$ cat src/rtl/antitheft_timer_if.sv
// Handshake bundle between the anti-theft control FSM (master) and the
// time-base/countdown stage (slave).
interface antitheft_timer_if;
    logic       start_timer;
    logic [1:0] interval;
    logic       reprogram;
    logic [1:0] time_param_sel;
    logic [3:0] time_value;
    logic       expired;
    logic       one_hz_enable;

    modport master (
        output start_timer, interval, reprogram, time_param_sel, time_value,
        input  expired, one_hz_enable
    );

    modport slave (
        input  start_timer, interval, reprogram, time_param_sel, time_value,
        output expired, one_hz_enable
    );
endinterface

$ cat src/rtl/antitheft_timer.sv
// 1 Hz time base, four programmable second-parameters and a countdown FSM.
// Define ANTITHEFT_TIMER_DEBUG_EN to add the time_left / timer_busy outputs.
module antitheft_timer #(
    parameter int unsigned CLK_FREQ          = 100000000,
    parameter int unsigned T_ARM_DELAY       = 6,
    parameter int unsigned T_DRIVER_DELAY    = 8,
    parameter int unsigned T_PASSENGER_DELAY = 15,
    parameter int unsigned T_ALARM_ON        = 10
) (
    input  logic               clock,
    input  logic               reset,
    antitheft_timer_if.slave   bus
`ifdef ANTITHEFT_TIMER_DEBUG_EN
    ,
    output logic [3:0]         time_left,
    output logic               timer_busy
`endif
);

    localparam int unsigned DIV_W = (CLK_FREQ > 1) ? $clog2(CLK_FREQ) : 1;
    localparam logic [DIV_W-1:0] DIV_MAX = DIV_W'(CLK_FREQ - 1);

    typedef enum logic [1:0] {IDLE, RUNNING, DONE} state_t;

    state_t           state, state_n;
    logic [DIV_W-1:0] divider;
    logic [3:0]       count, count_n;
    logic [3:0]       params [4];
    logic             expired_q, expired_n;
    logic             start_q;
    logic [1:0]       interval_q;
    logic             tick;
    logic             load;

    assign tick = (divider == DIV_MAX);
    assign load = bus.start_timer && (!start_q || (bus.interval != interval_q));

    // State register plus the datapath registers that follow it.
    always_ff @(posedge clock or posedge reset) begin
        if (reset) begin
            state      <= IDLE;
            count      <= '0;
            expired_q  <= 1'b0;
            divider    <= '0;
            start_q    <= 1'b0;
            interval_q <= '0;
            params[0]  <= 4'(T_ARM_DELAY);
            params[1]  <= 4'(T_DRIVER_DELAY);
            params[2]  <= 4'(T_PASSENGER_DELAY);
            params[3]  <= 4'(T_ALARM_ON);
        end else begin
            state      <= state_n;
            count      <= count_n;
            expired_q  <= expired_n;
            start_q    <= bus.start_timer;
            interval_q <= bus.interval;
            if (load || tick)
                divider <= '0;
            else
                divider <= divider + DIV_W'(1);
            // Load samples params before this write lands, so a same-cycle
            // reprogram of the loaded index still counts the old value.
            if (bus.reprogram)
                params[bus.time_param_sel] <= bus.time_value;
        end
    end

    always_comb begin
        state_n   = state;
        count_n   = count;
        expired_n = expired_q;
        if (!bus.start_timer) begin
            state_n   = IDLE;
            count_n   = '0;
            expired_n = 1'b0;
        end else if (load) begin
            count_n   = params[bus.interval];
            expired_n = 1'b0;
            state_n   = (params[bus.interval] == 4'd0) ? DONE : RUNNING;
        end else begin
            case (state)
                IDLE: expired_n = 1'b0;
                RUNNING: begin
                    if (tick) begin
                        count_n = count - 4'd1;
                        if (count == 4'd1) begin
                            state_n   = DONE;
                            expired_n = 1'b1;
                        end
                    end
                end
                DONE: begin
                    expired_n = 1'b1;
                    count_n   = '0;
                end
                default: begin
                    state_n   = IDLE;
                    count_n   = '0;
                    expired_n = 1'b0;
                end
            endcase
        end
    end

    always_comb begin
        bus.one_hz_enable = tick;
        bus.expired       = expired_q;
`ifdef ANTITHEFT_TIMER_DEBUG_EN
        time_left  = (state == RUNNING) ? count : 4'd0;
        timer_busy = (state == RUNNING);
`endif
    end

endmodule

$ cat src/flat_wrapper.sv
// flat-port wrapper written by rule: the top's interface ports become plain ports
module antitheft_timer_flat 
#(
    parameter int unsigned CLK_FREQ          = 100000000,
    parameter int unsigned T_ARM_DELAY       = 6,
    parameter int unsigned T_DRIVER_DELAY    = 8,
    parameter int unsigned T_PASSENGER_DELAY = 15,
    parameter int unsigned T_ALARM_ON        = 10
)
  (clock, reset, bus_start_timer, bus_interval, bus_reprogram, bus_time_param_sel, bus_time_value, bus_expired, bus_one_hz_enable);
  antitheft_timer_if bus_i ();
  input  logic clock;
  input  logic reset;
  input wire logic [$bits(bus_i.start_timer)-1:0] bus_start_timer;
  input wire logic [$bits(bus_i.interval)-1:0] bus_interval;
  input wire logic [$bits(bus_i.reprogram)-1:0] bus_reprogram;
  input wire logic [$bits(bus_i.time_param_sel)-1:0] bus_time_param_sel;
  input wire logic [$bits(bus_i.time_value)-1:0] bus_time_value;
  output wire logic [$bits(bus_i.expired)-1:0] bus_expired;
  output wire logic [$bits(bus_i.one_hz_enable)-1:0] bus_one_hz_enable;
  assign bus_i.start_timer = bus_start_timer;
  assign bus_i.interval = bus_interval;
  assign bus_i.reprogram = bus_reprogram;
  assign bus_i.time_param_sel = bus_time_param_sel;
  assign bus_i.time_value = bus_time_value;
  assign bus_expired = bus_i.expired;
  assign bus_one_hz_enable = bus_i.one_hz_enable;
  antitheft_timer #(.CLK_FREQ(CLK_FREQ), .T_ARM_DELAY(T_ARM_DELAY), .T_DRIVER_DELAY(T_DRIVER_DELAY), .T_PASSENGER_DELAY(T_PASSENGER_DELAY), .T_ALARM_ON(T_ALARM_ON)) u_core (.clock(clock), .reset(reset), .bus(bus_i));
endmodule
$ cat config.mk
export PLATFORM = sky130hd
export DESIGN_NAME = antitheft_timer_flat
export DESIGN_NICKNAME = d
export VERILOG_FILES = /design/src/rtl/antitheft_timer_if.sv /design/src/rtl/antitheft_timer.sv /design/src/flat_wrapper.sv
export SDC_FILE = /design/constraint.sdc
export NUM_CORES = 1
export LEC_CHECK = 0
export ABC_AREA = 1
export CAP_MARGIN = 10
export CORE_MARGIN = 1.5
export CORE_UTILIZATION = 60
export CTS_CLUSTER_SIZE = 14
export DETAILED_ROUTE_END_ITERATION = 8
export GPL_ROUTABILITY_DRIVEN = 0
export MAX_ROUTING_LAYER = met4
export PLACE_DENSITY = 0.88
export SYNTH_ARGS = -nofsm -noshare
export SYNTH_HDL_FRONTEND = slang
export SYNTH_SLANG_ARGS = --single-unit
$ cat constraint.sdc
create_clock -name clock -period 1.72 [get_ports clock]
set_input_delay 0.172 -clock clock [delete_from_list [all_inputs] [get_ports clock]]
set_output_delay 0.172 -clock clock [all_outputs]
set_load 0.01 [all_outputs]
* Word level (Yosys, flattened, before mapping)
Cells that the tools add are included.
Storage, ports and cells: output and inout bits 2, flip-flop bits (word level) 53, logic and storage cells 59, input port bits 12
Cells by class: $add $sub $neg 2, reduce and logical (&&, ||, !) cells 11, muxes and demuxes 22, eq/ne operators 9, $lt $le $gt $ge 3, bitwise operators 2
Operator list (count):
- $add A27 B1 Y27 const B | 1
- $eq A27 B27 Y1 const B | 1
- $mux W27 | 1
- $mux W4 | 6
- $bwmux W16 | 1
- $mux W2 | 5
- $bmux W4 S2 | 1
- $demux W4 S2 | 1
- $ne A4 B2 Y1 const B | 2
- $pmux W4 S2 | 1
- $ge A3 B3 Y1 const B | 2
- $ne A3 B2 Y1 const B | 2
- $not A2 Y3 | 2
- $eq A4 B1 Y1 const B | 1
- $logic_not A4 Y1 | 1
- $mux W1 | 4
- $pmux W2 S2 | 1
- $reduce_and A2 Y1 | 2
- $sub A4 B1 Y4 const B | 1
- $lt A3 B1 Y1 const B | 1
- $reduce_and A3 Y1 | 1
- $eq A2 B1 Y1 const B | 1
- $eq A2 B2 Y1 const B | 1
- $logic_and A1 B1 Y1 | 2
- other kinds (6) | 7

* Longest topological paths before layout
Gate-level depths: netlist (run 1).
word-level depth 8, gate-level depth with buffers 11, gate-level depth less buffers 11

* Worst setup path before layout (run 1)
No wires, ideal clock.
path kind reg-to-reg, from reg u_core.divider[0], to reg u_core.divider[20], data required time 1.601 ns, slack 0.188 ns, path buffers 0, cell stages (with the launch flop) 10, data arrival time 1.413 ns, period minus slack after synthesis 1.532 ns, setup time 0.119 ns, cell sequence dfrtp_1 -> ha_1 -> nand2_1 -> nor2_4 -> nand2_4 -> nor2_2 -> nand2_1 -> nor2_2 -> a21oi_1 -> o21a_1
Between the ends: cells in the longest elaborated chain, start to end 3, elaborated cells between the ends (all ways) 4, those cells by class add/sub: 1; eq/ne: 1; mux: 1; reduce/logical: 1
RTL lines:
- start: declaration | line antitheft_timer.sv:26 | logic [DIV_W-1:0] divider;
- start signal: assignment | line antitheft_timer.sv:60 | divider <= divider + DIV_W'(1);
- parallel branches: the longest is 2 deep, another holds $add A27 B1 Y27
- $mux W27 * | line antitheft_timer.sv:57 | if (load || tick)
Mark *: on every way between the ends. A chain may end at the register's enable or synchronous reset.

* Final worst setup path (run 1)
from reg u_core.divider[1], to out bus_one_hz_enable
Between the ends: cells in the longest elaborated chain, start to end 1
RTL lines:
- $eq A27 B27 Y1 | line antitheft_timer.sv:35 | assign tick = (divider == DIV_MAX);
- end: declaration | line flat_wrapper.sv:20 | output wire logic [$bits(bus_i.one_hz_enable)-1:0] bus_one_hz_enable;
No other way between the ends.

==> results of run 1 <==
==> worst register-to-register path, stage by stage, from the launching register on <==
cell	delay [ns]
dfrtp_1	0.38
ha_2	0.20
nand2_2	0.08
nor2_4	0.12
nand2_4	0.08
buf_4	0.17
nor2_4	0.12
nand4_1	0.17
xor2_1	0.17
nor2_1	0.05
==> per-stage QoR <==
stage / hold WS, ns / utilization, % / TNS (ns) / setup slack [ns] / std cells
floorplan: 0.203 / - / 0 / 0.188 / 373
global placement: 0.365 / 71.9 / 0 / 0.0372 / 480
detailed placement: 0.364 / 71.9 / -0.0606 / -0.0328 / 480
CTS: 0.0225 / 74.2 / 0 / 0.0356 / 490
global route: 0.0445 / 75.5 / -0.0342 / -0.0192 / 494
finish: 0.0257 / 75.5 / 0 / 0.0598 / 494
==> power by group <==
group          switching (mW)  internal (mW)
combinational           0.262          0.192
sequential             0.0746           1.37
clock                   0.446          0.297
==> area by class of cell <==
cell class	instances	area (µm²)	area share, %
clock inverter	3	26.3	0.732
multi-input combinational	275	1490	41.5
tap	67	83.8	2.33
clock buffer	5	68.8	1.92
inverter	43	164	4.56
sequential	53	1340	37.2
timing repair buffer	48	419	11.7
==> metal layers <==
metal	global-route usage, %	vias up	part of all wire [%]
met1	36.9	1278	44
met5	-	-	0
li1	-	1294	-
met3	3.16	17	5.4
met2	41.7	107	48
met4	10.5	0	2.0
==> sequential cells by signal (all words and copies together), names as in the netlist <==
signal and cells:
u_core.divider 27, u_core.params 16, u_core.count 4, u_core.interval_q 2, u_core.state 2, u_core.bus.expired 1, u_core.start_q 1
==> final timing paths <==
| kind | start | to | slack (ns) | cells past startpoint |
|---|---|---|---|---|
| min in group clock | bus_time_value[2] | u_core.params[6]$_DFFE_PP1P_ | 0.41 | 3 |
| max | u_core.divider[1]$_DFF_PP0_ | bus_one_hz_enable | 0.06 | 8 |
| min | reset | u_core.divider[1]$_DFF_PP0_ | 0.03 | 2 |
| min reg2reg | u_core.params[3]$_DFFE_PP1P_ | u_core.params[3]$_DFFE_PP1P_ | 0.50 | 2 |
| max in group asynchronous | reset | u_core.divider[16]$_DFF_PP0_ | 1.27 | 3 |
| max reg2reg | u_core.divider[1]$_DFF_PP0_ | u_core.divider[26]$_DFF_PP0_ | 0.08 | 9 |
==> cell families after synthesis <==
family / count (synthesis) / synth area share, %
adder cells (fa/ha/maj): 6 / 2.51
AO/OA/AOI/OAI: 32 / 5.78
XOR/XNOR: 17 / 5.23
AND/OR/NAND/NOR: 219 / 35.1
buffers and inverters: 46 / 6.62
flip-flops: 53 / 44.8
==> cell usage in the layout, fill, tap and decap left out, types with 5 or more instances in the layout <==
cell type,instances
nand2_1,90
nor2_1,56
dfrtp_1,44
inv_1,39
buf_4,33
nand3_1,25
o21ai_0,19
xor2_1,12
clkdlybuf4s50_1,12
nor3_1,9
dfstp_2,9
nand4_1,7
nand2_4,6
nor2_2,5
nor2_4,5
nor3_2,5
nor3b_1,5
ha_1,5
clkbuf_8,5
==> repair_timing <==
item                                   in CTS  in global routing
resized for setup                           6                  7
setup endpoints to repair                   1                  8
pin swaps                                   3                  5
hold buffers                                0                  0
gates cloned                                0                  1
setup buffers                               2                  3
endpoints found under the hold margin       0                  0
==> key figures, run 1 <==
Clock tree
  – CTS Buf Count: 5
  – CTS HTree Levels: 2
  – TritonCTS clock tree: yes
  – Clock-pin transition on the worst setup and hold timing paths: 0.10 ns
  – Clock Sinks: 53
  – Worst-Skew Late Latency: 0.32 ns
  – Clock buffer depth: 2
  – Root buf cell: clkbuf_8

Drt
  – DR WL/cell: 13.9 µm
  – DRT iter0 DRCs: 188
  – Routed vias: 2696
  – DR vias/cell: 5.46
  – Total routed wirelength: 6890 µm
  – DRC viols: 0
  – Detailed Routing Iterations Pass 1: 4
  – Routed Antenna Nets: 0

Timing
  – FMAX: 602 MHz
  – Hold Violations, Final: 0
  – # setup viols final: 0
  – Fin Clk Skew: 0.0125 ns
  – Fin crit share: 96.5%
  – Slew headroom: 75.9%
  – Slew @ Worst Pin: 0.359 ns
  – Min Clock Period, post-route: 1.66 ns
  – RSZ-0062 raised after global routing: yes
  – Fin. max-slew vios: 0

Die
  – Die Ht: 73.6 µm
  – Full die area: 0.00541 mm²
  – Core box area: 0.00475 mm²
  – I/O pins: 14
  – Die width: 73.6 µm
  – Row cnt: 25
  – Starting Density: 62.8%

Finish
  – Fillers: 327
  – Share of cells above drive strength 1: 20.6%
  – Ant. Diodes: 0
  – Syn-to-layout area delta: 20.2%
  – Design area: 0.00359 mm²
  – Final nets: 444

Logic synthesis
  – Ys flop type: dfrtp_1
  – Ys async rst share: 100%
  – Ys Warns: 0
  – Commonest cells in the netlist: nand2_1 (92), nor2_1 (56), dfrtp_1 (44)
  – Mapped cell area: 0.00299 mm²
  – Yosys reg bits: 53
  – Count leader, synth: nand2_1
  – Syn_nets: 391
  – Synth top area share: 36.9%
  – Seq/Total Area, Yosys: 44.8%
  – Avg Cell Area, Syn: 8.01 µm²
  – Yosys top cell by area: dfrtp_1
  – Post-Syn Instances: 373
  – Synth area leaders: dfrtp_1 (37%), nand2_1 (12%), dfstp_2 (7.9%)
  – Distinct cells, synth: 31
  – Post-synth EDFFs: 0

GRT
  – Total gr overflow: 0
  – Largest net degree at the start of global routing: 22
  – GRT Overall Usage: 27.1%
  – Vias in the first global route: 2484
  – First-pass GRT wire length: 11000 µm
  – Initial antenna violation count: 0

Setup path
  – Crit-path max FO: 2
  – Critical-path top delay cell: dfrtp_1
  – CP delay by family, top: simple AND/OR/NAND/NOR gates
  – CP Capture Type: primary output
  – CP Launch Type: register
  – Required @ worst endpoint: 1.55 ns
  – CP bufs+invs: 2
  – Crit path kind: register to primary output
  – Crit-path max cell delay: 0.38 ns
  – WP data arrival: 1.49 ns
  – Crit-path cells: ha_2, nand2_2, nor2_4, nand2_4, nor2_4, nand2_4, inv_2, buf_6

Pwr
  – Leakage: 1.62 nW
  – Worst VDD drop: 556 µV
  – PnR Total Power: 2.64 mW
  – P per Cell Area: 735 mW/mm²

Placed design
  – Dpl hpwl: 4940 µm
  – IO Port Bufs: 13
  – Placed instance area: 0.00342 mm²

Min path
  – Worst hold path type: input port to async pin

Run
  – Max-cap violations: 0

Status
  – Status: complete, no violations
Note: power is estimated with default switching activity, not from simulation.
==> run 2, diff against run 1 <==
- SLEW_MARGIN: unset -> 20
==> results of run 2 <==
Same layout as run 1: the final DEF is identical, and so are final timing and power.
